**src/rtl/id_exe_pipe_if.sv**
```systemverilog
// Decode-to-execute bus of the ID/EX pipeline register.
// Decode drives the id_* side. The pipeline register drives the registered exe_* side.
interface id_exe_pipe_if #(
    parameter int DATA_W  = 32,
    parameter int ADDR_W  = 5,
    parameter int ALUOP_W = 5
);
    logic [DATA_W-1:0]  id_pc_i;
    logic [ADDR_W-1:0]  id_rs1_i;
    logic [ADDR_W-1:0]  id_rs2_i;
    logic               id_rs1_used_i;
    logic               id_rs2_used_i;
    logic [ADDR_W-1:0]  id_rd_i;
    logic               id_wreg_i;
    logic               id_mem_rd_i;
    logic               id_mem_wr_i;
    logic [ALUOP_W-1:0] id_aluop_i;
    logic [DATA_W-1:0]  id_op1_i;
    logic [DATA_W-1:0]  id_op2_i;
    logic [DATA_W-1:0]  id_imm_i;
    logic               id_valid_i;

    logic [DATA_W-1:0]  exe_pc_o;
    logic [ADDR_W-1:0]  exe_rs1_o;
    logic [ADDR_W-1:0]  exe_rs2_o;
    logic [ADDR_W-1:0]  exe_rd_o;
    logic               exe_wreg_o;
    logic               exe_mem_rd_o;
    logic               exe_mem_wr_o;
    logic [ALUOP_W-1:0] exe_aluop_o;
    logic [DATA_W-1:0]  exe_op1_o;
    logic [DATA_W-1:0]  exe_op2_o;
    logic [DATA_W-1:0]  exe_imm_o;
    logic               exe_valid_o;

    modport master (
        output id_pc_i, id_rs1_i, id_rs2_i, id_rs1_used_i, id_rs2_used_i, id_rd_i,
               id_wreg_i, id_mem_rd_i, id_mem_wr_i, id_aluop_i, id_op1_i, id_op2_i,
               id_imm_i, id_valid_i,
        input  exe_pc_o, exe_rs1_o, exe_rs2_o, exe_rd_o, exe_wreg_o, exe_mem_rd_o,
               exe_mem_wr_o, exe_aluop_o, exe_op1_o, exe_op2_o, exe_imm_o, exe_valid_o
    );

    modport slave (
        input  id_pc_i, id_rs1_i, id_rs2_i, id_rs1_used_i, id_rs2_used_i, id_rd_i,
               id_wreg_i, id_mem_rd_i, id_mem_wr_i, id_aluop_i, id_op1_i, id_op2_i,
               id_imm_i, id_valid_i,
        output exe_pc_o, exe_rs1_o, exe_rs2_o, exe_rd_o, exe_wreg_o, exe_mem_rd_o,
               exe_mem_wr_o, exe_aluop_o, exe_op1_o, exe_op2_o, exe_imm_o, exe_valid_o
    );
endinterface

```
**src/rtl/id_exe_pipe.sv**
```systemverilog
// ID/EX pipeline register with hold, flush, load-use bubble insertion and a saturating bubble counter.
// Define LOAD_USE_DETECT_EN to enable hardware load-use detection. Without it, only flush bubbles are counted.
module id_exe_pipe #(
    parameter int DATA_W  = 32,
    parameter int ADDR_W  = 5,
    parameter int ALUOP_W = 5,
    parameter int CNT_W   = 16
) (
    input  logic             clk_i,
    input  logic             rst_i,
    id_exe_pipe_if.slave     bus,
    input  logic             hold_i,
    input  logic             flush_i,
    output logic             lu_stall_o,
    output logic [CNT_W-1:0] bubble_cnt_o
);

    typedef enum logic {RUN, LU_WAIT} state_e;

    typedef struct packed {
        logic [DATA_W-1:0]  pc;
        logic [ADDR_W-1:0]  rs1;
        logic [ADDR_W-1:0]  rs2;
        logic [ADDR_W-1:0]  rd;
        logic               wreg;
        logic               mem_rd;
        logic               mem_wr;
        logic [ALUOP_W-1:0] aluop;
        logic [DATA_W-1:0]  op1;
        logic [DATA_W-1:0]  op2;
        logic [DATA_W-1:0]  imm;
        logic               valid;
    } exe_t;

    state_e            state_q, state_d;
    exe_t              exe_q, exe_d;
    logic [CNT_W-1:0]  cnt_q, cnt_d;
    logic              hazard;
    logic              count_bubble;

`ifdef LOAD_USE_DETECT_EN
    // A bubble is never a load, so gating on RUN only makes the LU_WAIT guarantee explicit.
    assign hazard = (state_q == RUN) & exe_q.valid & exe_q.mem_rd & (exe_q.rd != '0)
                  & ((bus.id_rs1_used_i & (bus.id_rs1_i == exe_q.rd))
                   | (bus.id_rs2_used_i & (bus.id_rs2_i == exe_q.rd)))
                  & bus.id_valid_i;
`else
    logic unused_rs_used;
    assign unused_rs_used = bus.id_rs1_used_i ^ bus.id_rs2_used_i;
    assign hazard         = 1'b0;
`endif

    assign lu_stall_o = hazard & ~flush_i & ~hold_i;

    // NOTE: every signal written here gets a default first, so no path can leave it unassigned and infer a latch.
    always_comb begin
        exe_d        = exe_q;
        state_d      = state_q;
        count_bubble = 1'b0;
        cnt_d        = cnt_q;

        if (flush_i) begin
            exe_d        = '0;
            state_d      = RUN;
            count_bubble = 1'b1;
        end else if (hold_i) begin
            exe_d   = exe_q;
            state_d = state_q;
        end else if (hazard) begin
            exe_d        = '0;
            state_d      = LU_WAIT;
            count_bubble = 1'b1;
        end else begin
            state_d = RUN;
            if (bus.id_valid_i) begin
                exe_d.pc     = bus.id_pc_i;
                exe_d.rs1    = bus.id_rs1_i;
                exe_d.rs2    = bus.id_rs2_i;
                exe_d.rd     = bus.id_rd_i;
                exe_d.wreg   = bus.id_wreg_i;
                exe_d.mem_rd = bus.id_mem_rd_i;
                exe_d.mem_wr = bus.id_mem_wr_i;
                exe_d.aluop  = bus.id_aluop_i;
                exe_d.op1    = bus.id_op1_i;
                exe_d.op2    = bus.id_op2_i;
                exe_d.imm    = bus.id_imm_i;
                exe_d.valid  = 1'b1;
            end else begin
                exe_d = '0;
            end
        end

        if (count_bubble && (cnt_q != '1)) begin
            cnt_d = cnt_q + CNT_W'(1);
        end
    end

    // NOTE: state registers use non-blocking assignments so every flop samples pre-edge values.
    always_ff @(posedge clk_i) begin
        if (rst_i) begin
            exe_q   <= '0;
            cnt_q   <= '0;
            state_q <= RUN;
        end else begin
            exe_q   <= exe_d;
            cnt_q   <= cnt_d;
            state_q <= state_d;
        end
    end

    assign bus.exe_pc_o     = exe_q.pc;
    assign bus.exe_rs1_o    = exe_q.rs1;
    assign bus.exe_rs2_o    = exe_q.rs2;
    assign bus.exe_rd_o     = exe_q.rd;
    assign bus.exe_wreg_o   = exe_q.wreg;
    assign bus.exe_mem_rd_o = exe_q.mem_rd;
    assign bus.exe_mem_wr_o = exe_q.mem_wr;
    assign bus.exe_aluop_o  = exe_q.aluop;
    assign bus.exe_op1_o    = exe_q.op1;
    assign bus.exe_op2_o    = exe_q.op2;
    assign bus.exe_imm_o    = exe_q.imm;
    assign bus.exe_valid_o  = exe_q.valid;
    assign bubble_cnt_o     = cnt_q;

endmodule

```
**src/flat_wrapper.sv**
```systemverilog
// flat-port wrapper written by rule: the top's interface ports become plain ports
module id_exe_pipe_flat 
#(
    parameter int DATA_W  = 32,
    parameter int ADDR_W  = 5,
    parameter int ALUOP_W = 5,
    parameter int CNT_W   = 16
)
  (clk_i, rst_i, hold_i, flush_i, lu_stall_o, bubble_cnt_o, bus_id_pc_i, bus_id_rs1_i, bus_id_rs2_i, bus_id_rs1_used_i, bus_id_rs2_used_i, bus_id_rd_i, bus_id_wreg_i, bus_id_mem_rd_i, bus_id_mem_wr_i, bus_id_aluop_i, bus_id_op1_i, bus_id_op2_i, bus_id_imm_i, bus_id_valid_i, bus_exe_pc_o, bus_exe_rs1_o, bus_exe_rs2_o, bus_exe_rd_o, bus_exe_wreg_o, bus_exe_mem_rd_o, bus_exe_mem_wr_o, bus_exe_aluop_o, bus_exe_op1_o, bus_exe_op2_o, bus_exe_imm_o, bus_exe_valid_o);
  id_exe_pipe_if #(.DATA_W(DATA_W), .ADDR_W(ADDR_W), .ALUOP_W(ALUOP_W)) bus_i ();
  input  logic clk_i;
  input  logic rst_i;
  input  logic hold_i;
  input  logic flush_i;
  output logic lu_stall_o;
  output logic [CNT_W-1:0] bubble_cnt_o;
  input wire logic [$bits(bus_i.id_pc_i)-1:0] bus_id_pc_i;
  input wire logic [$bits(bus_i.id_rs1_i)-1:0] bus_id_rs1_i;
  input wire logic [$bits(bus_i.id_rs2_i)-1:0] bus_id_rs2_i;
  input wire logic [$bits(bus_i.id_rs1_used_i)-1:0] bus_id_rs1_used_i;
  input wire logic [$bits(bus_i.id_rs2_used_i)-1:0] bus_id_rs2_used_i;
  input wire logic [$bits(bus_i.id_rd_i)-1:0] bus_id_rd_i;
  input wire logic [$bits(bus_i.id_wreg_i)-1:0] bus_id_wreg_i;
  input wire logic [$bits(bus_i.id_mem_rd_i)-1:0] bus_id_mem_rd_i;
  input wire logic [$bits(bus_i.id_mem_wr_i)-1:0] bus_id_mem_wr_i;
  input wire logic [$bits(bus_i.id_aluop_i)-1:0] bus_id_aluop_i;
  input wire logic [$bits(bus_i.id_op1_i)-1:0] bus_id_op1_i;
  input wire logic [$bits(bus_i.id_op2_i)-1:0] bus_id_op2_i;
  input wire logic [$bits(bus_i.id_imm_i)-1:0] bus_id_imm_i;
  input wire logic [$bits(bus_i.id_valid_i)-1:0] bus_id_valid_i;
  output wire logic [$bits(bus_i.exe_pc_o)-1:0] bus_exe_pc_o;
  output wire logic [$bits(bus_i.exe_rs1_o)-1:0] bus_exe_rs1_o;
  output wire logic [$bits(bus_i.exe_rs2_o)-1:0] bus_exe_rs2_o;
  output wire logic [$bits(bus_i.exe_rd_o)-1:0] bus_exe_rd_o;
  output wire logic [$bits(bus_i.exe_wreg_o)-1:0] bus_exe_wreg_o;
  output wire logic [$bits(bus_i.exe_mem_rd_o)-1:0] bus_exe_mem_rd_o;
  output wire logic [$bits(bus_i.exe_mem_wr_o)-1:0] bus_exe_mem_wr_o;
  output wire logic [$bits(bus_i.exe_aluop_o)-1:0] bus_exe_aluop_o;
  output wire logic [$bits(bus_i.exe_op1_o)-1:0] bus_exe_op1_o;
  output wire logic [$bits(bus_i.exe_op2_o)-1:0] bus_exe_op2_o;
  output wire logic [$bits(bus_i.exe_imm_o)-1:0] bus_exe_imm_o;
  output wire logic [$bits(bus_i.exe_valid_o)-1:0] bus_exe_valid_o;
  assign bus_i.id_pc_i = bus_id_pc_i;
  assign bus_i.id_rs1_i = bus_id_rs1_i;
  assign bus_i.id_rs2_i = bus_id_rs2_i;
  assign bus_i.id_rs1_used_i = bus_id_rs1_used_i;
  assign bus_i.id_rs2_used_i = bus_id_rs2_used_i;
  assign bus_i.id_rd_i = bus_id_rd_i;
  assign bus_i.id_wreg_i = bus_id_wreg_i;
  assign bus_i.id_mem_rd_i = bus_id_mem_rd_i;
  assign bus_i.id_mem_wr_i = bus_id_mem_wr_i;
  assign bus_i.id_aluop_i = bus_id_aluop_i;
  assign bus_i.id_op1_i = bus_id_op1_i;
  assign bus_i.id_op2_i = bus_id_op2_i;
  assign bus_i.id_imm_i = bus_id_imm_i;
  assign bus_i.id_valid_i = bus_id_valid_i;
  assign bus_exe_pc_o = bus_i.exe_pc_o;
  assign bus_exe_rs1_o = bus_i.exe_rs1_o;
  assign bus_exe_rs2_o = bus_i.exe_rs2_o;
  assign bus_exe_rd_o = bus_i.exe_rd_o;
  assign bus_exe_wreg_o = bus_i.exe_wreg_o;
  assign bus_exe_mem_rd_o = bus_i.exe_mem_rd_o;
  assign bus_exe_mem_wr_o = bus_i.exe_mem_wr_o;
  assign bus_exe_aluop_o = bus_i.exe_aluop_o;
  assign bus_exe_op1_o = bus_i.exe_op1_o;
  assign bus_exe_op2_o = bus_i.exe_op2_o;
  assign bus_exe_imm_o = bus_i.exe_imm_o;
  assign bus_exe_valid_o = bus_i.exe_valid_o;
  id_exe_pipe #(.DATA_W(DATA_W), .ADDR_W(ADDR_W), .ALUOP_W(ALUOP_W), .CNT_W(CNT_W)) u_core (.clk_i(clk_i), .rst_i(rst_i), .bus(bus_i), .hold_i(hold_i), .flush_i(flush_i), .lu_stall_o(lu_stall_o), .bubble_cnt_o(bubble_cnt_o));
endmodule
```
**config.mk**
```make
export PLATFORM = sky130hd
export DESIGN_NAME = id_exe_pipe_flat
export DESIGN_NICKNAME = d
export VERILOG_FILES = /design/src/rtl/id_exe_pipe_if.sv /design/src/rtl/id_exe_pipe.sv /design/src/flat_wrapper.sv
export SDC_FILE = /design/constraint.sdc
export NUM_CORES = 1
export LEC_CHECK = 0
export ABC_AREA = 1
export BUFFER_PORTS_ARGS = -buffer_cell sky130_fd_sc_hd__buf_2
export CORE_AREA = 2 2 125 127
export DETAILED_ROUTE_END_ITERATION = 8
export DIE_AREA = 0 0 127 129
export GPL_ROUTABILITY_DRIVEN = 0
export GPL_TIMING_DRIVEN = 1
export HOLD_SLACK_MARGIN = 0.02
export PLACE_DENSITY_LB_ADDON = 0.25
export SLEW_MARGIN = 20
export SYNTH_ARGS = -nofsm -noshare
export SYNTH_HDL_FRONTEND = slang
export SYNTH_SLANG_ARGS = --single-unit
```
**constraint.sdc**
```tcl
create_clock -name clk_i -period 1.51 [get_ports clk_i]
set_clock_uncertainty 0.05 [all_clocks]
set_input_delay 0.151 -clock clk_i [delete_from_list [all_inputs] [get_ports clk_i]]
set_output_delay 0.151 -clock clk_i [all_outputs]
set_load 0.005 [all_outputs]
```
==> flow_summary.toml, run 1 <==
[clock_tree]
cts_tree = "done"
ctsRootBufferMaster = "clkbuf_16"
cts_max_path_buffers = 2
worstSkewPairLatency_ns = 0.41
cts_buffers = 17
numClockSinks = 168
cts_max_level = 4
clk_pin_slew_ns = 0.06

[job]
drv_cap = 0

[logic_synthesis]
syn_inst = 826
ys.flop_type = "dfxtp_1"
synth_compound_area_share_pct = 13.06
synth-adder-area-share_pct = 0.1991
yosysMostFrequentCell = "nand2_1"
yosys-top-cells-count = "nand2_1, dfxtp_1, a21oi_1"
yosysUniqueCellTypes = 23
synth-xor-area-share_pct = 0
synthSimpleGateAreaFrac_pct = 27.54
synth-edff-count = 0
ys_async_sr_fraction_pct = 0
yosysTopAreaCellShare_pct = 53.52
syn_nets = 985
synth_top_area_cell = "dfxtp_1"
synth_area_per_cell_um2 = 7.607
synth.yosys.seq_area_share_pct = 53.52
ys_ff_latch = 168
ys_warn_count = 0
synth_top_family_by_area = "simple AND/OR/NAND/NOR gates"
synthTopCellsByArea = "dfxtp_1, nand2_1, a21oi_1"
synth_mux_area_share_pct = 0
synth_area_um2 = 6284

[placed_design]
port_buffers = 323
dpl.hpwl_um = 12540

[drt]
drc_errors = 0
wl_per_cell_um = 14.36
drt_pass1_iterations = 5
via_count = 7215
dr.first_iter.drc_count = 368
ant_nets = 0
wl_um = 21410
post_drt_via_cell_ratio = 4.839

[setup_path]
cp_max_fo = 7
critical_path_class = "flop to flop"
crit_path_start_kind = "flop"
critPathCaptureType = "flop"
crit_buf_inv = 0
cp_slowest_stage_delay_ns = 0.35
crit_required_ns = 1.76
crit_family = "simple AND/OR/NAND/NOR gates"
crit_chain = "ha_2, nand2_2, nor2_4, nand2_4, nor2_8, nor2_4, o21ai_1, nor2_1"
crit_slowest_cell = "dfxtp_1"
critPathArrivalTime_ns = 1.71
crit_path_frequent_cell = "nor2_4"

[power]
power.total_mw = 10.21
cellPowerDensity_nw_per_um2 = 986.9
p_leak_nw = 4.738
peakVddDrop_v = 0.0006426

[timing]
post-route-period-util_pct = 96.88
final-hold-violation-count = 0
worst_pin_slew_ns = 0.6503
maxSlewHeadroom_pct = 56.65
period_needed_ns = 1.463
report.final.slew_viol_count = 0
rsz0062_at_grt = "yes"
fmax_mhz = 683.6
hold_slack_ns = 0.1077
setup_viol = 0

[final_layout]
synthToLayoutAreaGrowth_pct = 64.64
finish.utilization_pct = 69.07
drive_gt1_share_pct = 32.10
fill_cells = 1175
fin_nets = 1448

[die]
coreArea_um2 = 14980
die_height_um = 129
rows = 45
die_area_um2 = 16380
die_x_um = 127
num_io_pins = 327
initial_core_util_pct = 41.95

[grt]
grt_pass1_vias = 6893
overflow = 0
grt_max_degree = 153
grt_pass1_wl_um = 33080
antenna_found_initial = 1
grt.total_usage_pct = 24.87

[outcome]
status = "complete, no violations"

[worst_hold_path]
hp-class = "input pin to flop"
metrics by stage:
step	TNS [ns]	setup WS, ns	instance area (um^2)	std cells
detailed placement	0	0.01412	8130	1305
global route	-0.09157	-0.02565	10340	1491
finish	0	0.04717	10340	1491
floorplan	0	0.08186	6284	826
CTS	0	0.007303	10290	1489
global placement	0	0.04255	8130	1305
where the power goes:
part / switching (mW) / total (mW) / internal, mW
clock network: 1.76 / 4.56 / 2.80
logic: 0.496 / 1.09 / 0.597
registers: 0.0427 / 4.56 / 4.52
per-layer routing:
metal | up-vias | wire (um) | global-route usage, %
met5 | - | 0 | 0
li1 | 3552 | - | -
met1 | 3266 | 8325 | 27.91
met2 | 327 | 10670 | 43.45
met3 | 70 | 1595 | 6.819
met4 | 0 | 826 | 12.80
registers in the layout, summed over array words and instances (netlist names), 5 cells and up:
signal	count
u_core.bus.exe_op1_o	32
u_core.bus.exe_aluop_o	5
u_core.bus.exe_rs1_o	5
u_core.bus.exe_op2_o	32
u_core.bus.exe_pc_o	32
u_core.bus.exe_imm_o	32
u_core.bubble_cnt_o	16
u_core.bus.exe_rs2_o	5
u_core.bus.exe_rd_o	5
placed cells by master, fill, tap and decap left out, types with 9 or more instances in the layout:
master	n
nor2_4	10
inv_1	20
nand3_1	12
clkbuf_16	17
buf_2	322
nand2_2	12
dlygate4sd3_1	152
nor2_1	32
a21oi_1	158
dfxtp_1	164
buf_4	12
nand2_1	335
buf_12	9
tightest hold or removal path, cell delays in order:
cell and delay [ns]:
buf_2 0.14, nand3_1 0.08, nor2_1 0.04, nor2_1 0.07
nor2_1 0.05
logic make-up (layout without fill, tap and decap cells):
| logic type | count (synthesis) | after routing |
|---|---|---|
| flip-flops | 168 | 168 |
| AND/OR/NAND/NOR | 419 | 419 |
| buffers and inverters | 73 | 549 |
| adder cells (fa/ha/maj) | 1 | 1 |
| other | 1 | 2 |
| AO/OA/AOI/OAI | 164 | 164 |
worst paths after layout:
kind / startpoint / to / slack, ns / depth (start not counted)
max: u_core.bubble_cnt_o[0] / u_core.bubble_cnt_o[0] / 0.05 / 8
max reg2reg: u_core.bubble_cnt_o[0] / u_core.bubble_cnt_o[0] / 0.05 / 8
min reg2reg: u_core.bus.exe_pc_o[31] / u_core.bus.exe_pc_o[31] / 0.41 / 2
min: flush_i / u_core.bubble_cnt_o[15] / 0.11 / 5
repair_timing:
item / in CTS / in global routing
setup buffers: 0 / 1
pin swaps: 1 / 5
endpoints found under the setup margin: 2 / 10
endpoints found under the hold margin: 152 / 0
gates resized for setup: 2 / 18
hold buffers: 152 / 0
final cells by class:
cell class	count	area, um^2	share of cell area (%)
diodes	1	2.502	0.02419
clock buffers	23	488.0	4.717
well taps	188	235.2	2.274
clock inverters	9	138.9	1.343
flip-flops and latches	168	3368	32.56
repair buffers	495	3403	32.90
multi-input cells	585	2626	25.39
inverters	22	82.58	0.7983
(Power assumes the default switching activity.)
==> inputs of run 2 (changes only) <==
clock period = 1.6 ns   (was 1.51 ns; I/O delays follow)
==> flow_summary.toml, run 2 (synthesis gave the netlist of run 1 again) <==
[power]
p_leak_nw = 4.634
seqPwrFrac_pct = 46.6
p_clk_share_pct = 42.7
switching_power_mw = 2.226
cellPowerDensity_nw_per_um2 = 911.7
p_comb_share_pct = 10.7
p_int_mw = 7.003
power.total_mw = 9.230
peakVddDrop_v = 0.0006159
switching_share_pct = 24.12

[setup_path]
critPathArrivalTime_ns = 1.74
crit_path_start_kind = "flop"
r2r_cells = 8
crit_required_ns = 1.86
cp_max_fo = 7
critical_path_class = "flop to flop"
rrSetupSlack_ns = 0.12
r2r-start = "u_core.bubble_cnt_o[0]"
r2r_end = "u_core.bubble_cnt_o[2]"
critPathCaptureType = "flop"

[drt]
drt_pass1_iterations = 7
wl_per_cell_um = 13.86
ant_nets = 0
post_drt_via_cell_ratio = 4.711
dr.first_iter.drc_count = 365
via_count = 6973
wl_um = 20520
drc_errors = 0

[grt]
grt_max_degree = 153
overflow = 0
grt_pass1_vias = 6796
antenna_found_initial = 0
grt.total_usage_pct = 24.35
grt_pass1_wl_um = 32200

[timing]
layout_setup_ws_ns = 0.1183
maxSlewHeadroom_pct = 57.15
post-route-period-util_pct = 92.61
hold_slack_ns = 0.1122
period_needed_ns = 1.482
worst_pin_slew_ns = 0.6428
setup_tns_ns = 0
fmax_mhz = 674.9
final-hold-violation-count = 0
report.final.slew_viol_count = 0
setup_viol = 0

[clock_tree]
cts_max_path_buffers = 2
clk_pin_slew_ns = 0.07
cts_tree = "done"
cts_max_level = 4
worstSkewPairLatency_ns = 0.42
ctsRootBufferMaster = "clkbuf_16"
numClockSinks = 168
cts_buffers = 17

[final_layout]
fin_nets = 1438
layout_commonest_cell = "nand2_1"
fill_cells = 1198
final_cells = 1480
drive_gt1_share_pct = 30.80
layout.area.seq_um2 = 3363
most-common-layout-cells = "nand2_1, buf_2, dfxtp_1"
diodes = 0
synthToLayoutAreaGrowth_pct = 61.11
multi_input_area_um2 = 2590

[job]
drv_cap = 0

[die]
rows = 45
coreArea_um2 = 14980
num_io_pins = 327
die_area_um2 = 16380
die_height_um = 129
initial_core_util_pct = 41.95
die_x_um = 127

[worst_hold_path]
holdPathEnd = "u_core.bubble_cnt_o[15]"
hold_depth = 5
min-delay-start = "flush_i"
hp-class = "input pin to flop"

[placed_design]
dpl.hpwl_um = 12300
port_buffers = 323
dpl.cell_count = 1296
place_ws_ns = 0.09806

[outcome]
status = "complete, no violations"
run 2: changes by cell type in the layout (fill, tap and decap cells not counted), moves of 3 or more:
cell / change
buf_12: -3
clkinv_4: -4
dfxtp_2: -4
buf_4: -7
clkbuf_8: -3
nor2_1: +4
dfxtp_1: +4
inv_6: +4
clkinvlp_4: +4
run 2: worst max-delay path by stage:
stage | start | to | slack (ns) | cells after the start
6_report | u_core.bubble_cnt_o[0] | u_core.bubble_cnt_o[2] | 0.12 | 8
4_1_cts | u_core.bubble_cnt_o[0] | u_core.bubble_cnt_o[10] | 0.06 | 8
3_3_place_gp | u_core.bubble_cnt_o[0] | u_core.bubble_cnt_o[14] | 0.12 | 8
2_1_floorplan | u_core.bubble_cnt_o[0] | u_core.bubble_cnt_o[10] | 0.17 | 8
3_5_place_dp | u_core.bubble_cnt_o[0] | u_core.bubble_cnt_o[14] | 0.1 | 8
5_1_grt | u_core.bubble_cnt_o[0] | u_core.bubble_cnt_o[10] | -0.002 | 8
run 2: power by group through the flow:
stage | Clock, mW | Combinational [mW] | Sequential (mW)
detailed placement | 0 | 0.674 | 4.39
CTS | 4.01 | 0.970 | 4.30
finish | 3.94 | 0.988 | 4.30
global placement | 0 | 0.671 | 4.39
global route | 4.21 | 1.08 | 4.31
floorplan | 0 | 0.312 | 4.41
run 2: layout make-up:
class / instances / share of cell area (%)
tap: 188 / 2.324
clock buffer: 19 / 4.375
multi-input combinational: 585 / 25.58
inverter: 22 / 0.8157
sequential: 168 / 33.22
clock inverter: 13 / 1.174
timing repair buffer: 485 / 32.51
run 2: worst max-delay path: stages, from the launching register on:
cell	delay (ns)
dfxtp_1	0.34
ha_2	0.23
nand2_2	0.09
nor2_4	0.16
nand2_4	0.09
nor2_8	0.18
nor2_4	0.06
a21oi_1	0.12
nor2_1	0.05
run 2: metal layers:
layer	up-vias	track usage, %	routed length [um]
met2	287	41.43	9983
li1	3536	-	-
met4	0	12.67	725
met5	-	0	0
met3	57	7.651	1516
met1	3093	27.58	8290
run 2: metrics by stage:
stage	cell area (um^2)	utilization, %
6_report	10120	67.59
5_1_grt	10120	67.59
4_1_cts	10110	67.49
3_5_place_dp	8025	53.58
3_3_place_gp	8025	53.58
2_1_floorplan	6284	-
run 2: what timing repair did:
action	in CTS	in global routing
setup buffers	0	0
hold buffers	152	0
endpoints found under the hold margin	152	0
endpoints found under the setup margin	0	4
resized for setup	0	6
